[src/rtl/mem_interface_unit.sv]
// Memory-side responder for instruction-unit load/store requests: byte loads and
// two-beat 16-bit stores over a byte-wide req/ack memory port with a per-beat timeout.
module mem_interface_unit #(
    parameter int ADDR_W  = 14,
    parameter int TIMEOUT = 16
) (
    input  logic              clk,
    input  logic              reset_n,
    input  logic              load,
    input  logic              store,
    input  logic [ADDR_W-1:0] addr,
    input  logic [15:0]       result,
    output logic [7:0]        data,
    output logic              mem_done,
    output logic              err,
    output logic              mem_req,
    output logic              mem_we,
    output logic [ADDR_W-1:0] mem_addr,
    output logic [7:0]        mem_wdata,
    input  logic [7:0]        mem_rdata,
    input  logic              mem_ack
);

    localparam int CNT_W = $clog2(TIMEOUT + 1);

    localparam logic [2:0] IDLE    = 3'd0;
    localparam logic [2:0] RD      = 3'd1;
    localparam logic [2:0] WR_LO   = 3'd2;
    localparam logic [2:0] WR_HI   = 3'd3;
    localparam logic [2:0] DONE    = 3'd4;
    localparam logic [2:0] RELEASE = 3'd5;

    logic [2:0]       state;
    logic [CNT_W-1:0] cnt;
    logic [7:0]       res_hi;
    logic             beat_ack;
    logic             beat_to;
    logic             accept;

    assign accept   = (state == IDLE) && (load ^ store);
    assign beat_ack = mem_req && mem_ack;
    // The last wait cycle of a beat is the one where the count reaches TIMEOUT-1.
    assign beat_to  = !beat_ack && (cnt == CNT_W'(TIMEOUT - 1));

    // High store byte is only consumed after the low beat, so it needs no reset.
    always_ff @(posedge clk) begin
        if (accept) begin
            res_hi <= result[15:8];
        end
    end

    always_ff @(posedge clk or negedge reset_n) begin
        if (!reset_n) begin
            state     <= IDLE;
            data      <= 8'h00;
            mem_done  <= 1'b0;
            err       <= 1'b0;
            mem_req   <= 1'b0;
            mem_we    <= 1'b0;
            mem_addr  <= '0;
            mem_wdata <= 8'h00;
            cnt       <= '0;
        end else begin
            mem_done <= 1'b0;
            case (state)
                IDLE: begin
                    if (accept) begin
                        err       <= 1'b0;
                        mem_req   <= 1'b1;
                        mem_we    <= store;
                        mem_addr  <= addr;
                        mem_wdata <= result[7:0];
                        cnt       <= '0;
                        state     <= load ? RD : WR_LO;
                    end else if (load && store) begin
                        err      <= 1'b1;
                        mem_done <= 1'b1;
                        state    <= DONE;
                    end
                end
                RD: begin
                    if (beat_ack) begin
                        data     <= mem_rdata;
                        mem_req  <= 1'b0;
                        mem_done <= 1'b1;
                        state    <= DONE;
                    end else if (beat_to) begin
                        data     <= 8'hFF;
                        err      <= 1'b1;
                        mem_req  <= 1'b0;
                        mem_done <= 1'b1;
                        state    <= DONE;
                    end else begin
                        cnt <= cnt + 1'b1;
                    end
                end
                WR_LO: begin
                    // Back-to-back beat: req stays high, address/data advance.
                    if (beat_ack) begin
                        mem_addr  <= mem_addr + 1'b1;
                        mem_wdata <= res_hi;
                        cnt       <= '0;
                        state     <= WR_HI;
                    end else if (beat_to) begin
                        err      <= 1'b1;
                        mem_req  <= 1'b0;
                        mem_done <= 1'b1;
                        state    <= DONE;
                    end else begin
                        cnt <= cnt + 1'b1;
                    end
                end
                WR_HI: begin
                    if (beat_ack || beat_to) begin
                        err      <= beat_to;
                        mem_req  <= 1'b0;
                        mem_done <= 1'b1;
                        state    <= DONE;
                    end else begin
                        cnt <= cnt + 1'b1;
                    end
                end
                DONE: begin
                    state <= RELEASE;
                end
                RELEASE: begin
                    // A still-held level request must not retrigger a transfer.
                    if (!load && !store) begin
                        state <= IDLE;
                    end
                end
                default: begin
                    mem_req <= 1'b0;
                    state   <= IDLE;
                end
            endcase
        end
    end

endmodule

[config.mk]
export PLATFORM = sky130hd
export DESIGN_NAME = mem_interface_unit
export DESIGN_NICKNAME = d
export VERILOG_FILES = /design/src/rtl/mem_interface_unit.sv
export SDC_FILE = /design/constraint.sdc
export NUM_CORES = 1
export LEC_CHECK = 0
export BUFFER_PORTS_ARGS = -buffer_cell sky130_fd_sc_hd__buf_2
export CORE_ASPECT_RATIO = 1.2
export CORE_UTILIZATION = 56
export CTS_CLUSTER_DIAMETER = 50
export DETAILED_ROUTE_END_ITERATION = 8
export GPL_ROUTABILITY_DRIVEN = 1
export PLACE_DENSITY = 0.88
export SLEW_MARGIN = 20
export SYNTH_ARGS = -nofsm -noshare
export SYNTH_HDL_FRONTEND = slang
export SYNTH_SLANG_ARGS = --single-unit
[constraint.sdc]
create_clock -name clk -period 6.7 [get_ports clk]
set_clock_uncertainty 0.2 [all_clocks]
set_input_delay 1.34 -clock clk [delete_from_list [all_inputs] [get_ports clk]]
set_output_delay 1.34 -clock clk [all_outputs]
set_load 0.02 [all_outputs]
==> metrics.md, run 1 <==
| Metric | Value |
|---|---|
| Min Clock Period, post-route | `~3.1 ns` |
| Hold depth | `1` |
| CTS tree | `built` |
| Worst vdd ir | `323 uV` |
| Initial antenna violation count | `0` |
| # nets final | `384` |
| Rel. slew slack | `33.5%` |
| Synth async-reset ratio | `84.0%` |
| Achievable Freq | `321 MHz` |
| # DRC | `0` |
| Reg power frac | `between 40% and 50%` |
| Seq/Total Area, Yosys | `48.6%` |
| Root buf cell | `clkbuf_8` |
| Via density | `5.91` |
| Fraction of layout cells with a size suffix above 1 | `28.6%` |
| Synth top area cells | `dfrtp_1 40%, edfxtp_1 9.0%, o22a_1 4.3%` |
| ANT cells | `0` |
| Routed Antenna Nets | `0` |
| Hold endpoint | `data[6]` |
| Largest net degree at the start of global routing | `between 40 and 50` |
| FF+latch count, synth | `50` |
| Final hold violations | `0` |
| Clock slew seen by the registers of the worst setup and hold paths | `0.09 ns` |
| Outcome | `finished clean` |
| Post-CTS setup buffers | `0` |
| Tcrit/Tclk final | `46.5%` |
| LEAKAGE | `1.39 nW` |
| EDFF count, synth | `8` |
| Avg WL per Cell | `14.7 um` |
| Top_reg_cell synth | `dfrtp_1` |
| Switching Share | `between 40% and 50%` |
| Cell taking the most area after synthesis | `dfrtp_1` |
| Critical path class | `in2reg` |
| Comb pwr share | `45.1%` |
| Setup TNS | `0 ns` |
| CTS resizes | `0` |
| CP Data Arrival Time | `3.11 ns` |
| Hold Path Class | `reg2reg` |
| R2r setup slk | `4.23 ns` |
| Finished Layout Cells | `394` |
| Core area | `4560 sq um` |
| Routability cong. | `0.850` |
| Final WS setup | `3.59 ns` |
| Rows | `27` |
| Top-Level Pins | `77` |
| Final setup violation count | `0` |
| Top-count cell post-synth | `dfrtp_1` |
| Placed cell areas | `about 3000 sq um` |
| Crit Reg-Reg Endpoint | `data[2]` |
| Net Sw Power | `669 uW` |
| Max_cap viols | `0` |
| Crit path required time | `6.70 ns` |
| Netlist cell types | `50` |
| Worst r2r path cells | `6` |
| Crit. End Element | `register` |
| TritonCTS buffer count | `5` |
| Largest fanout on the critical path | `10` |
| Synth Cell Area | `around 2700 sq um` |
| Number of global-route vias before repair | `2147` |
| Crit Reg-Reg Startpoint | `cnt[1]` |
| Num Clock Sinks | `50` |
| RSZ-0062 raised after global routing | `no` |
| Die Span Y | `77.5 um` |
| Int Power | `837 uW` |
| Router iterations before antenna repair | `4` |
| DR iter-0 viols | `171` |
| Hold Buf Count CTS | `0` |
| Clock power share | `between 10 and 15%` |
| Later-pin clock latency in the skew report | `0.31 ns` |
| First-pass GRT wire length | `9310 um` |
| Syn Inst Count | `270` |
| Hold path startpoint | `data[6]` |
| Max-slew violation count | `0` |
| Yosys Warn Count | `0` |
| DP HPWL | `4180 um` |
| Die X | `64.9 um` |
| Dpl cells | `385` |
| Worst-margin pin slew | `0.989 ns` |
| Place WS | `2.97 ns` |
| Post-synth top area share | `just under 40%` |
| Maximum level of the CTS H-tree | `2` |
| Layout area overhead | `18.2%` |
| Synthesized Nets | `319` |
| PortBufs | `76` |
| Post-synth top cells | `42 x dfrtp_1, 30 x nand2_1, 22 x nor2_1` |
| Initial cell density of the core | `58.3%` |
| Clock Path Buffers | `2` |
| Pwr Density | `480 nW/um^2` |
| # fillers | `351` |
| Congestion Overflow GR | `0` |
| Total GRT Usage | `23.5%` |
| Die ar. | `5030 sq um` |
| Design area | `3140 sq um` |
| DRT Wirelength | `5810 um` |
| Syn Area/Cell | `9.84 sq um` |
| Vias post-DR | `2327` |
| Startpoint Class | `input pin` |
[stage by stage]
stage               utilization [%]  total power, mW  hold WS (ns)
floorplan                         -             1.10         0.245
global placement               66.0             1.26         0.265
detailed placement             66.0             1.28         0.277
CTS                            68.6             1.50         0.303
global route                   68.9             1.60         0.316
finish                         68.9             1.51         0.302
[flip-flops by register name (all words and copies together) (netlist names), 3 cells and up]
name       cells
state          3
mem_addr      14
data           8
res_hi         8
mem_wdata      8
cnt            5
[cell usage in the layout (no fill, tap or decap), types with 2 or more instances in the layout]
| cell type | count |
|---|---|
| nand2_1 | 30 |
| buf_2 | 76 |
| o21a_1 | 2 |
| and3_1 | 6 |
| nor3b_2 | 2 |
| a211oi_1 | 4 |
| nor2b_1 | 3 |
| a21o_1 | 2 |
| a22o_1 | 3 |
| a31oi_1 | 14 |
| and4_1 | 3 |
| nand2b_1 | 5 |
| a2bb2oi_1 | 3 |
| a41oi_1 | 2 |
| ha_1 | 6 |
| a41o_1 | 2 |
| and2_1 | 3 |
| inv_1 | 6 |
| edfxtp_1 | 8 |
| mux2_2 | 4 |
| nor2_1 | 22 |
| o21ai_0 | 12 |
| o22a_1 | 13 |
| nand3_1 | 8 |
| mux2i_1 | 2 |
| dfrtp_1 | 42 |
| clkbuf_8 | 5 |
| a21oi_1 | 18 |
| o22ai_1 | 3 |
| nor3_1 | 4 |
[power by group through the flow]
stage	combinational (mW)	sequential, mW	clock (mW)
global placement	0.658	0.602	0
CTS	0.676	0.602	0.226
detailed placement	0.674	0.607	0
floorplan	0.432	0.663	0
global route	0.741	0.626	0.234
finish	0.679	0.605	0.222
[how the worst max path moves through the flow]
stage               startpoint           end  slack, ns  depth (start not counted)
global route              load        mem_we       3.45                          6
finish                    load        mem_we       3.59                          6
CTS                       load  mem_addr[11]       3.32                          7
global placement          load  mem_addr[11]       3.05                          7
detailed placement        load  mem_addr[11]       2.97                          7
floorplan                 load        mem_we       3.21                          5
[cell families (layout without fill, tap and decap cells)]
logic type,after synthesis,count (layout),share of synthesized area (%)
simple gates,94,94,17.9
mux,6,6,2.45
fa+ha+maj,6,6,2.82
buf+inv,26,92,5.27
compound gates,88,88,23.0
flops,50,50,48.6
[metal layers]
metal,vias up,global-route usage (%),wire length (um)
met4,0,9.56,94
met2,76,39.9,2950
met1,1112,28.7,2470
met3,11,4.71,300
li1,1128,-,-
met5,-,0,0
[worst max-delay path: stages]
cell,delay (ns)
buf_2,0.12
inv_1,0.06
ha_1,0.34
inv_1,0.10
nor4_2,0.75
mux2_2,0.41
[cell type report]
cell class              instances  area, sq um  area share (%)
clock buffers                   5         68.8            2.19
clock inverters                 3         48.8            1.55
repair buffers                 78          399            12.7
inverters                       6         22.5           0.717
flip-flops and latches         50         1290            41.1
well taps                      58         72.6            2.31
multi-input cells             194         1240            39.4
No activity file was read; power rests on OpenSTA's default activity.
==> run 2, diff against run 1 <==
--- a/config.mk
+++ b/config.mk
@@ -7,11 +7,11 @@
 export LEC_CHECK = 0
 export BUFFER_PORTS_ARGS = -buffer_cell sky130_fd_sc_hd__buf_2
 export CORE_ASPECT_RATIO = 1.2
-export CORE_UTILIZATION = 56
+export CORE_UTILIZATION = 52
 export CTS_CLUSTER_DIAMETER = 50
 export DETAILED_ROUTE_END_ITERATION = 8
 export GPL_ROUTABILITY_DRIVEN = 1
-export PLACE_DENSITY = 0.88
+export PLACE_DENSITY = 0.83
 export SLEW_MARGIN = 20
 export SYNTH_ARGS = -nofsm -noshare
 export SYNTH_HDL_FRONTEND = slang
==> constraint.sdc (replaced) <==
create_clock -name clk -period 3.2 [get_ports clk]
set_clock_uncertainty 0.2 [all_clocks]
set_input_delay 0.64 -clock clk [delete_from_list [all_inputs] [get_ports clk]]
set_output_delay 0.64 -clock clk [all_outputs]
set_load 0.02 [all_outputs]
==> run 2 against run 1 <==
Clock-buffer cell count unchanged; final area up 0.96%; largest cell class unchanged; clock power increased by 99%; critical path depth fell by 2; non-clock buffer count up 5; routed wire length is 4.3% higher; register-to-register slack worse by 3.5 ns; utilization shrank 4.7 points; global-route usage rose by 0.62 points; total power up 110%; sequential share of layout area is 0.39 points lower; largest power group unchanged; setup slack worse by 2.8 ns.
==> metrics.md, run 2 (synthesis gave the netlist of run 1 again) <==
| Metric | Value |
|---|---|
| Die Span Y | `80.3 um` |
| Worst vdd ir | `580 uV` |
| Multi-input gate area | `approximately 1200 sq um` |
| Rel. slew slack | `37.9%` |
| Startpoint Class | `register` |
| Setup TNS | `0 ns` |
| PortBufs | `76` |
| Vias post-DR | `approximately 2400` |
| Initial antenna violation count | `0` |
| Tcrit/Tclk final | `about three quarters` |
| Int Power | `1.77 mW` |
| Die X | `~67 um` |
| Commonest non-fill, non-tap cell in the layout | `buf_2` |
| RSZ-0062 raised after global routing | `no` |
| Routability cong. | `about 0.86` |
| Crit Reg-Reg Endpoint | `mem_addr[9]` |
| Root buf cell | `clkbuf_8` |
| Crit path required time | `3.19 ns` |
| Worst-margin pin slew | `0.931 ns` |
| CTS resizes | `0` |
| Later-pin clock latency in the skew report | `0.31 ns` |
| Critical path class | `reg2reg` |
| Worst r2r path cells | `4` |
| Top-Level Pins | `between 70 and 80` |
| Pwr Density | `1000 nW/um^2` |
| Router iterations before antenna repair | `4` |
| # nets final | `389` |
| Crit Reg-Reg Startpoint | `state[1]` |
| Total GRT Usage | `24.1%` |
| First-pass GRT wire length | `9880 um` |
| CTS tree | `built` |
| Post-CTS setup buffers | `0` |
| Net Sw Power | `1.41 mW` |
| Clock power share | `13.9%` |
| Comb pwr share | `48.2%` |
| ANT cells | `0` |
| Final WS setup | `between 0.7 and 0.8 ns` |
| Rows | `28` |
| Hold Buf Count CTS | `0` |
| # fillers | `~410` |
| # DRC | `0` |
| Finished Layout Cells | `401` |
| Min Clock Period, post-route | `approximately 2.4 ns` |
| Number of flip-flops in the largest register | `14` |
| DP HPWL | `around 4400 um` |
| Dpl cells | `393` |
| DRT Wirelength | `6060 um` |
| Avg WL per Cell | `between 15 and 20 um` |
| Initial cell density of the core | `53.8%` |
| TritonCTS buffer count | `5` |
| Die ar. | `5400 sq um` |
| Num Clock Sinks | `50` |
| Crit. End Element | `register` |
| Largest fanout on the critical path | `23` |
| Core area | `4940 sq um` |
| Final hold violations | `0` |
| Max_cap viols | `0` |
| Reg power frac | `37.9%` |
| Achievable Freq | `between 400 and 500 MHz` |
| Most frequent cells in the layout | `76 x buf_2, 42 x dfrtp_1, 30 x nand2_1, 22 x nor2_1, 18 x a21oi_1` |
| Reg with most FFs | `mem_addr` |
| Routed Antenna Nets | `0` |
| Outcome | `finished clean` |
| Clock Path Buffers | `2` |
| LEAKAGE | `1.41 nW` |
| Place WS | `around 0.73 ns` |
| Overall Power | `3.18 mW` |
| Seq. cell area | `1290 sq um` |
| Maximum level of the CTS H-tree | `2` |
| DR iter-0 viols | `281` |
| Clock slew seen by the registers of the worst setup and hold paths | `0.10 ns` |
| Largest net degree at the start of global routing | `between 40 and 50` |
| Layout area overhead | `19.3%` |
| Max-slew violation count | `0` |
| Via density | `5.90` |
| Final setup violation count | `0` |
| CP Data Arrival Time | `between 2 and 2.5 ns` |
| Final hold slack | `about 0.25 ns` |
| Fraction of layout cells with a size suffix above 1 | `29.3%` |
| Switching Share | `around 44%` |
| Congestion Overflow GR | `0` |
| Hold Path Class | `in2async` |
| Number of global-route vias before repair | `2234` |
| R2r setup slk | `about 0.76 ns` |
==> run 2: changes by cell type in the layout (fill, tap and decap cells not counted) <==
cell	previous run	this run
clkinv_1	0	1
inv_8	1	0
buf_4	1	7
buf_6	1	0
inv_6	0	1
clkinvlp_4	1	0
==> run 2: how the worst max path moves through the flow <==
stage	slack, ns	cells after the start	from	end
after floorplan	0.41	5	load	mem_we
after global placement	0.78	8	load	mem_addr[11]
after detailed placement	0.73	8	load	mem_addr[11]
after CTS	0.79	4	state[1]	mem_addr[9]
after global routing	0.63	7	cnt[0]	cnt[3]
final	0.76	4	state[1]	mem_addr[9]
==> run 2: layer usage <==
| layer | GRT usage [%] | routed length (um) | vias up |
|---|---|---|---|
| met2 | 40.1 | 3100 | 102 |
| li1 | - | - | 1136 |
| met5 | 0 | 0 | - |
| met4 | 9.57 | 99 | 0 |
| met1 | 29.8 | 2430 | 1116 |
| met3 | 5.26 | 424 | 11 |
==> run 2: power by group through the flow <==
| stage | sequential [mW] | clock, mW | combinational [mW] |
|---|---|---|---|
| 4_1_cts | 1.20 | 0.454 | 1.53 |
| 6_report | 1.21 | 0.442 | 1.53 |
| 5_1_grt | 1.24 | 0.474 | 1.68 |
| 3_5_place_dp | 1.21 | 0 | 1.53 |
| 3_3_place_gp | 1.20 | 0 | 1.49 |
| 2_1_floorplan | 1.39 | 0 | 0.904 |
==> run 2: stage by stage <==
step / instance area (sq um) / util [%]
floorplan: 2660 / -
global placement: 3060 / 61.9
detailed placement: 3060 / 61.9
CTS: 3170 / 64.2
global route: 3170 / 64.2
finish: 3170 / 64.2
==> run 2: final cells by class <==
cell class / instances / share of cell area [%]
Multi-Input combinational cell: 194 / 39.0
Clock buffer: 5 / 2.17
Tap cell: 60 / 2.37
Timing Repair Buffer: 83 / 13.7
Sequential cell: 50 / 40.7
Inverter: 6 / 0.710
Clock inverter: 3 / 1.34
==> run 2: worst max-delay path, cell delays in order, from the launching register on <==
cell and delay, ns:
dfrtp_1 0.72, or3b_1 0.77, nor3_4 0.31, a31oi_1 0.11
o22a_1 0.20
